`src/rtl/riscv_pkg.sv`:
```
`default_nettype none
// ============================================================================
// Module      : riscv_pkg
// Description : Shared pipeline encodings (writeback select, store size,
//               load kind) and access-size helpers for the EX/MEM stage.
// Revision    : 1.0 - initial release
// ============================================================================
package riscv_pkg;

    localparam int REG_ADDR_W = 5;

    typedef enum logic [1:0] {
        RES_ALU = 2'b00,
        RES_MEM = 2'b01,
        RES_PC4 = 2'b10
    } result_src_t;

    typedef enum logic [1:0] {
        ST_WORD = 2'b00,
        ST_HALF = 2'b01,
        ST_BYTE = 2'b10
    } store_src_t;

    typedef enum logic [2:0] {
        LD_LW  = 3'b000,
        LD_LH  = 3'b001,
        LD_LHU = 3'b010,
        LD_LB  = 3'b011,
        LD_LBU = 3'b100
    } load_src_t;

    typedef enum logic [1:0] {
        SZ_BYTE = 2'b00,
        SZ_HALF = 2'b01,
        SZ_WORD = 2'b10
    } acc_size_t;

    // Reserved encodings deliberately fall through to word size.
    function automatic acc_size_t store_size(input logic [1:0] src);
        acc_size_t sz;
        case (src)
            ST_HALF: sz = SZ_HALF;
            ST_BYTE: sz = SZ_BYTE;
            default: sz = SZ_WORD;
        endcase
        return sz;
    endfunction

    function automatic acc_size_t load_size(input logic [2:0] src);
        acc_size_t sz;
        case (src)
            LD_LH, LD_LHU: sz = SZ_HALF;
            LD_LB, LD_LBU: sz = SZ_BYTE;
            default:       sz = SZ_WORD;
        endcase
        return sz;
    endfunction

endpackage : riscv_pkg
`default_nettype wire

```
`src/rtl/align_check.sv`:
```
`default_nettype none
// ============================================================================
// Module      : align_check
// Description : Combinational misaligned-access detector for the EX stage.
//               Only instantiated when MISALIGN_TRAP_EN is defined.
// Revision    : 1.0 - initial release
// ============================================================================
module align_check
    import riscv_pkg::*;
(
    input  logic       i_valid,
    input  logic       i_mem_write,
    input  logic [1:0] i_result_src,
    input  logic [1:0] i_store_src,
    input  logic [2:0] i_load_src,
    input  logic [1:0] i_addr_lo,
    output logic       o_misalign
);

    logic      w_is_access;
    acc_size_t w_size;
    logic      w_offset_bad;

    assign w_is_access = i_mem_write | (i_valid & (i_result_src == RES_MEM));
    assign w_size      = i_mem_write ? store_size(i_store_src) : load_size(i_load_src);

    always_comb begin
        w_offset_bad = 1'b0;
        case (w_size)
            SZ_WORD: w_offset_bad = |i_addr_lo;
            SZ_HALF: w_offset_bad = i_addr_lo[0];
            default: w_offset_bad = 1'b0;
        endcase
    end

    // Bubbles never raise a trap, even if their store flag is stale.
    assign o_misalign = i_valid & w_is_access & w_offset_bad;

endmodule : align_check
`default_nettype wire

```
`src/rtl/ex_mem_reg.sv`:
```
`default_nettype none
// ============================================================================
// Module      : ex_mem_reg
// Description : EX/MEM pipeline register with flush/stall control and an
//               optional misaligned-access trap (macro MISALIGN_TRAP_EN).
// Revision    : 1.0 - initial release
// ============================================================================
module ex_mem_reg
    import riscv_pkg::*;
#(
    parameter int DATA_WIDTH = 32
) (
    input  logic                  clk,
    input  logic                  rst_n,
    input  logic                  RegWriteE,
    input  logic                  MemWriteE,
    input  logic                  ValidE,
    input  logic [1:0]            ResultSrcE,
    input  logic [DATA_WIDTH-1:0] ALUResultE,
    input  logic [DATA_WIDTH-1:0] WriteDataE,
    input  logic [DATA_WIDTH-1:0] PCPlus4E,
    input  logic [REG_ADDR_W-1:0] RdE,
    input  logic [1:0]            StoreSrcE,
    input  logic [2:0]            LoadSrcE,
    input  logic                  StallM,
    input  logic                  FlushM,
    output logic                  RegWriteM1,
    output logic                  MemWriteM,
    output logic                  ValidM,
    output logic                  MisalignM,
    output logic [1:0]            ResultSrcM1,
    output logic [DATA_WIDTH-1:0] ALUResultM,
    output logic [DATA_WIDTH-1:0] WriteDataM,
    output logic [DATA_WIDTH-1:0] PCPlus4M1,
    output logic [REG_ADDR_W-1:0] RdM1,
    output logic [1:0]            StoreSrcM,
    output logic [2:0]            LoadSrcM,
    output logic [7:0]            MisalignCnt
);

    localparam logic [7:0] c_cnt_max = 8'hFF;

    logic                  r_reg_write;
    logic                  r_mem_write;
    logic                  r_valid;
    logic [1:0]            r_result_src;
    logic [DATA_WIDTH-1:0] r_alu_result;
    logic [DATA_WIDTH-1:0] r_write_data;
    logic [DATA_WIDTH-1:0] r_pc_plus4;
    logic [REG_ADDR_W-1:0] r_rd;
    logic [1:0]            r_store_src;
    logic [2:0]            r_load_src;
    logic                  w_misalign;

`ifdef MISALIGN_TRAP_EN
    logic       r_misalign;
    logic [7:0] r_misalign_cnt;

    align_check u_align_check (
        .i_valid      (ValidE),
        .i_mem_write  (MemWriteE),
        .i_result_src (ResultSrcE),
        .i_store_src  (StoreSrcE),
        .i_load_src   (LoadSrcE),
        .i_addr_lo    (ALUResultE[1:0]),
        .o_misalign   (w_misalign)
    );

    // The counter survives flushes; only reset clears it.
    always_ff @(posedge clk or negedge rst_n) begin
        if (!rst_n) begin
            r_misalign     <= 1'b0;
            r_misalign_cnt <= 8'd0;
        end else if (FlushM) begin
            r_misalign     <= 1'b0;
        end else if (!StallM) begin
            r_misalign <= w_misalign;
            if (w_misalign && (r_misalign_cnt != c_cnt_max)) begin
                r_misalign_cnt <= r_misalign_cnt + 8'd1;
            end
        end
    end

    assign MisalignM   = r_misalign;
    assign MisalignCnt = r_misalign_cnt;
`else
    assign w_misalign  = 1'b0;
    assign MisalignM   = 1'b0;
    assign MisalignCnt = 8'd0;
`endif

    always_ff @(posedge clk or negedge rst_n) begin
        if (!rst_n) begin
            r_reg_write  <= 1'b0;
            r_mem_write  <= 1'b0;
            r_valid      <= 1'b0;
            r_result_src <= 2'b00;
            r_alu_result <= '0;
            r_write_data <= '0;
            r_pc_plus4   <= '0;
            r_rd         <= '0;
            r_store_src  <= 2'b00;
            r_load_src   <= 3'b000;
        end else if (FlushM) begin
            r_reg_write  <= 1'b0;
            r_mem_write  <= 1'b0;
            r_valid      <= 1'b0;
            r_result_src <= 2'b00;
            r_alu_result <= '0;
            r_write_data <= '0;
            r_pc_plus4   <= '0;
            r_rd         <= '0;
            r_store_src  <= 2'b00;
            r_load_src   <= 3'b000;
        end else if (!StallM) begin
            // A trapped entry must not commit a register or memory write.
            r_reg_write  <= RegWriteE & ~w_misalign;
            r_mem_write  <= MemWriteE & ~w_misalign;
            r_valid      <= ValidE;
            r_result_src <= ResultSrcE;
            r_alu_result <= ALUResultE;
            r_write_data <= WriteDataE;
            r_pc_plus4   <= PCPlus4E;
            r_rd         <= RdE;
            r_store_src  <= StoreSrcE;
            r_load_src   <= LoadSrcE;
        end
    end

    assign RegWriteM1  = r_reg_write;
    assign MemWriteM   = r_mem_write;
    assign ValidM      = r_valid;
    assign ResultSrcM1 = r_result_src;
    assign ALUResultM  = r_alu_result;
    assign WriteDataM  = r_write_data;
    assign PCPlus4M1   = r_pc_plus4;
    assign RdM1        = r_rd;
    assign StoreSrcM   = r_store_src;
    assign LoadSrcM    = r_load_src;

endmodule : ex_mem_reg
`default_nettype wire

```
`config.mk`:
```
export PLATFORM = sky130hd
export DESIGN_NAME = ex_mem_reg
export DESIGN_NICKNAME = d
export VERILOG_FILES = /design/src/rtl/riscv_pkg.sv /design/src/rtl/align_check.sv /design/src/rtl/ex_mem_reg.sv
export SDC_FILE = /design/constraint.sdc
export NUM_CORES = 1
export LEC_CHECK = 0
export ABC_CLOCK_PERIOD_IN_PS = 800
export CAP_MARGIN = 20
export CORE_MARGIN = 4
export CORE_UTILIZATION = 40
export CTS_BUF_LIST = sky130_fd_sc_hd__clkbuf_16
export DETAILED_ROUTE_END_ITERATION = 12
export PLACE_DENSITY = 0.8
export SLEW_MARGIN = 5
export SYNTH_ARGS = -nofsm -noshare
export SYNTH_HDL_FRONTEND = slang
export SYNTH_SLANG_ARGS = --single-unit
```
`constraint.sdc`:
```
create_clock -name clk -period 0.8 [get_ports clk]
set_input_delay 0.16 -clock clk [delete_from_list [all_inputs] [get_ports clk]]
set_output_delay 0.16 -clock clk [all_outputs]
set_load 0.02 [all_outputs]
```
==> results.toml <==
[clock_network]
clock-root-buffer = "clkbuf_16"
clk_latency_ns = 0.33
clk_path_buf_depth = 2
numCtsBuffers = 9
cts-htree-levels = 3
cts_tree = "done"
clk_pin_slew_ns = 0.07
numClockSinks = 111

[placed_design]
dp_cells = 736
preCtsSetupSlack_ns = -0.349
placed_area_um2 = 7040
gp_congestion = 0.743
io_buffers = 225
dp_hpwl_mm = 9.42

[timing]
setup_tns_ns = -26.22
setup_viol = 161
hold_viol_final = 0
fmax_mhz = 952
skew_ns = 0
rsz0062_at_grt = "true"
final_max_slew_viol_count = 0
holdWs_ns = 0.226
final.min_clock_period_ns = 1.05
fin_crit_sh_pct = 131
worst_slack_ns = -0.250

[die]
die_w_um = 116
dieHeight_um = 116
die-area_um2 = 13400
core_area_um2 = 11400
initial_utilization_pct = 40.9
placementRows = 39
io_pins = 235

[logic_synthesis]
synth_cell_types = 8
synth_top_area_cell = "dfrtp_1"
synth.area.top_cells = "dfrtp_1 (60%), mux2i_1 (24%), nor2_1 (9.0%), buf_12 (4.3%), buf_4 (1.9%)"
postSynthAreaPerCell_um2 = 12.6
seq_area_frac_synth_pct = 59.8
syn_area_um2 = 4650
yosysWarnings = 0
ys_seq_elements = 111
yosys.area.top_type_share_pct = 59.8
syn_inst = 368

[critical_path]
required_ns = 0.64
worstPathArrival_ns = 0.89
start_kind = "register"
r2r_end = "WriteDataM[25]$_DFFE_PN0P_"
r2r_cells = 4
crit_path_end_kind = "output pin"
reg2reg_setup_slack_ns = -0.19
timing.rr.start = "WriteDataM[25]$_DFFE_PN0P_"
crit_chain = "buf_6"
crit_type = "register to output pin"
slowest_stage = "dfrtp_1"
slowest_delay_ns = 0.41
critPathBufInv = 1
cp_max_fo = 2
crit_family = "flip-flops"

[global_route]
track_usage_pct = 18.7
grt_pass1_vias = 3932
grt_max_degree = 53
grt_pass1_wl_mm = 19.8
grt_overflow = 0
antenna_found_initial = 0

[layout]
drive_gt1_share_pct = 30.5
final_area_um2 = 7860
postLayoutCoreUtil_pct = 69.1
final_cell_count_no_fill = 798
area_growth_pct = 69.2
n_antenna_cell = 0
final_nets = 765

[drt]
drt-initial-drc-count = 140
drt.antenna.violating_nets = 0
drc = 0
avgViaCountPerCell = 4.63
drt-wirelength-per-cell_um = 16.4
first_pass_iters = 4
routed_wl_mm = 13.1
num_vias = 3697

[run]
maxCapViolations = 0

[power_and_ir_drop]
p_total_mw = 13.4
vdd_drop_max_mv = 1.34
power.density_nw_per_um2 = 1710
total_leakage_power_nw = 4.04

[run_status]
violations = "setup timing"
outcome = "finished with violations"

[min_path]
hp-class = "input port to async pin"
## how the worst max path moves through the flow
stage                                endpoint                        from  cells past startpoint  slack [ns]
floorplan           ALUResultM[0]$_DFFE_PN0P_                      StallM                      5       -0.08
global placement               WriteDataM[25]  WriteDataM[25]$_DFFE_PN0P_                      1       -0.34
detailed placement             WriteDataM[25]  WriteDataM[25]$_DFFE_PN0P_                      1       -0.35
CTS                            WriteDataM[25]  WriteDataM[25]$_DFFE_PN0P_                      1       -0.27
global route                   WriteDataM[25]  WriteDataM[25]$_DFFE_PN0P_                      1       -0.28
finish                           StoreSrcM[1]    StoreSrcM[1]$_DFFE_PN0P_                      1       -0.25
## cells in the final DEF, fill, tap and decap left out, drive strengths merged
master | Yosys | final
clkbuf | 11 | 9
bufinv | 0 | 1
buf | 23 | 185
clkinv | 0 | 4
nor2 | 111 | 111
mux2i | 111 | 111
conb | 1 | 9
dfrtp | 111 | 111
clkdlybuf4s50 | 0 | 111
inv | 0 | 2
dlygate4sd3 | 0 | 1
## area by class of cell
type,count,area [um^2]
clock inverter,7,56.3
sequential,111,2780
fill,823,3510
clock buffer,9,225
tap,143,179
timing repair buffer,297,3050
multi-input combinational,231,1570
## synth_stat cells
cell type	number
buf_2	1
dfrtp_1	111
clkbuf_1	11
conb_1	1
buf_12	10
buf_4	12
nor2_1	111
mux2i_1	111
## timing repair
| action | in CTS | in global routing |
|---|---|---|
| hold buffers | 1 | 0 |
| setup endpoints to repair | 114 | 137 |
| pin swaps | 1 | 16 |
| gates resized for setup | 666 | 15 |
| endpoints found under the hold margin | 111 | 0 |
| buffers inserted | 21 | 37 |
## power by group
group | switching, mW | internal, mW
Clock | 1.89 | 2.38
Sequential | 0.243 | 5.93
Combinational | 1.29 | 1.69
Total | 3.42 | 9.99
## flip-flops by register name, indices dropped and copies added (netlist names)
name and cells:
WriteDataM 32, StoreSrcM 2, RegWriteM1 1, ResultSrcM1 2, ALUResultM 32, MemWriteM 1, PCPlus4M1 32, ValidM 1
LoadSrcM 3, RdM1 5
## layer usage
metal  wire length, um  GRT usage (%)
met1              4800           21.2
met2              6830           33.1
met3              1210           6.11
met4               215           6.26
met5                 0              0
## kinds of logic after synthesis
kind of cell  synth area share, %
mux                          23.9
flops                        59.8
simple gates                 8.97
buf+inv                      7.24
other cells                0.0807
No activity file was read; power rests on OpenSTA's default activity.
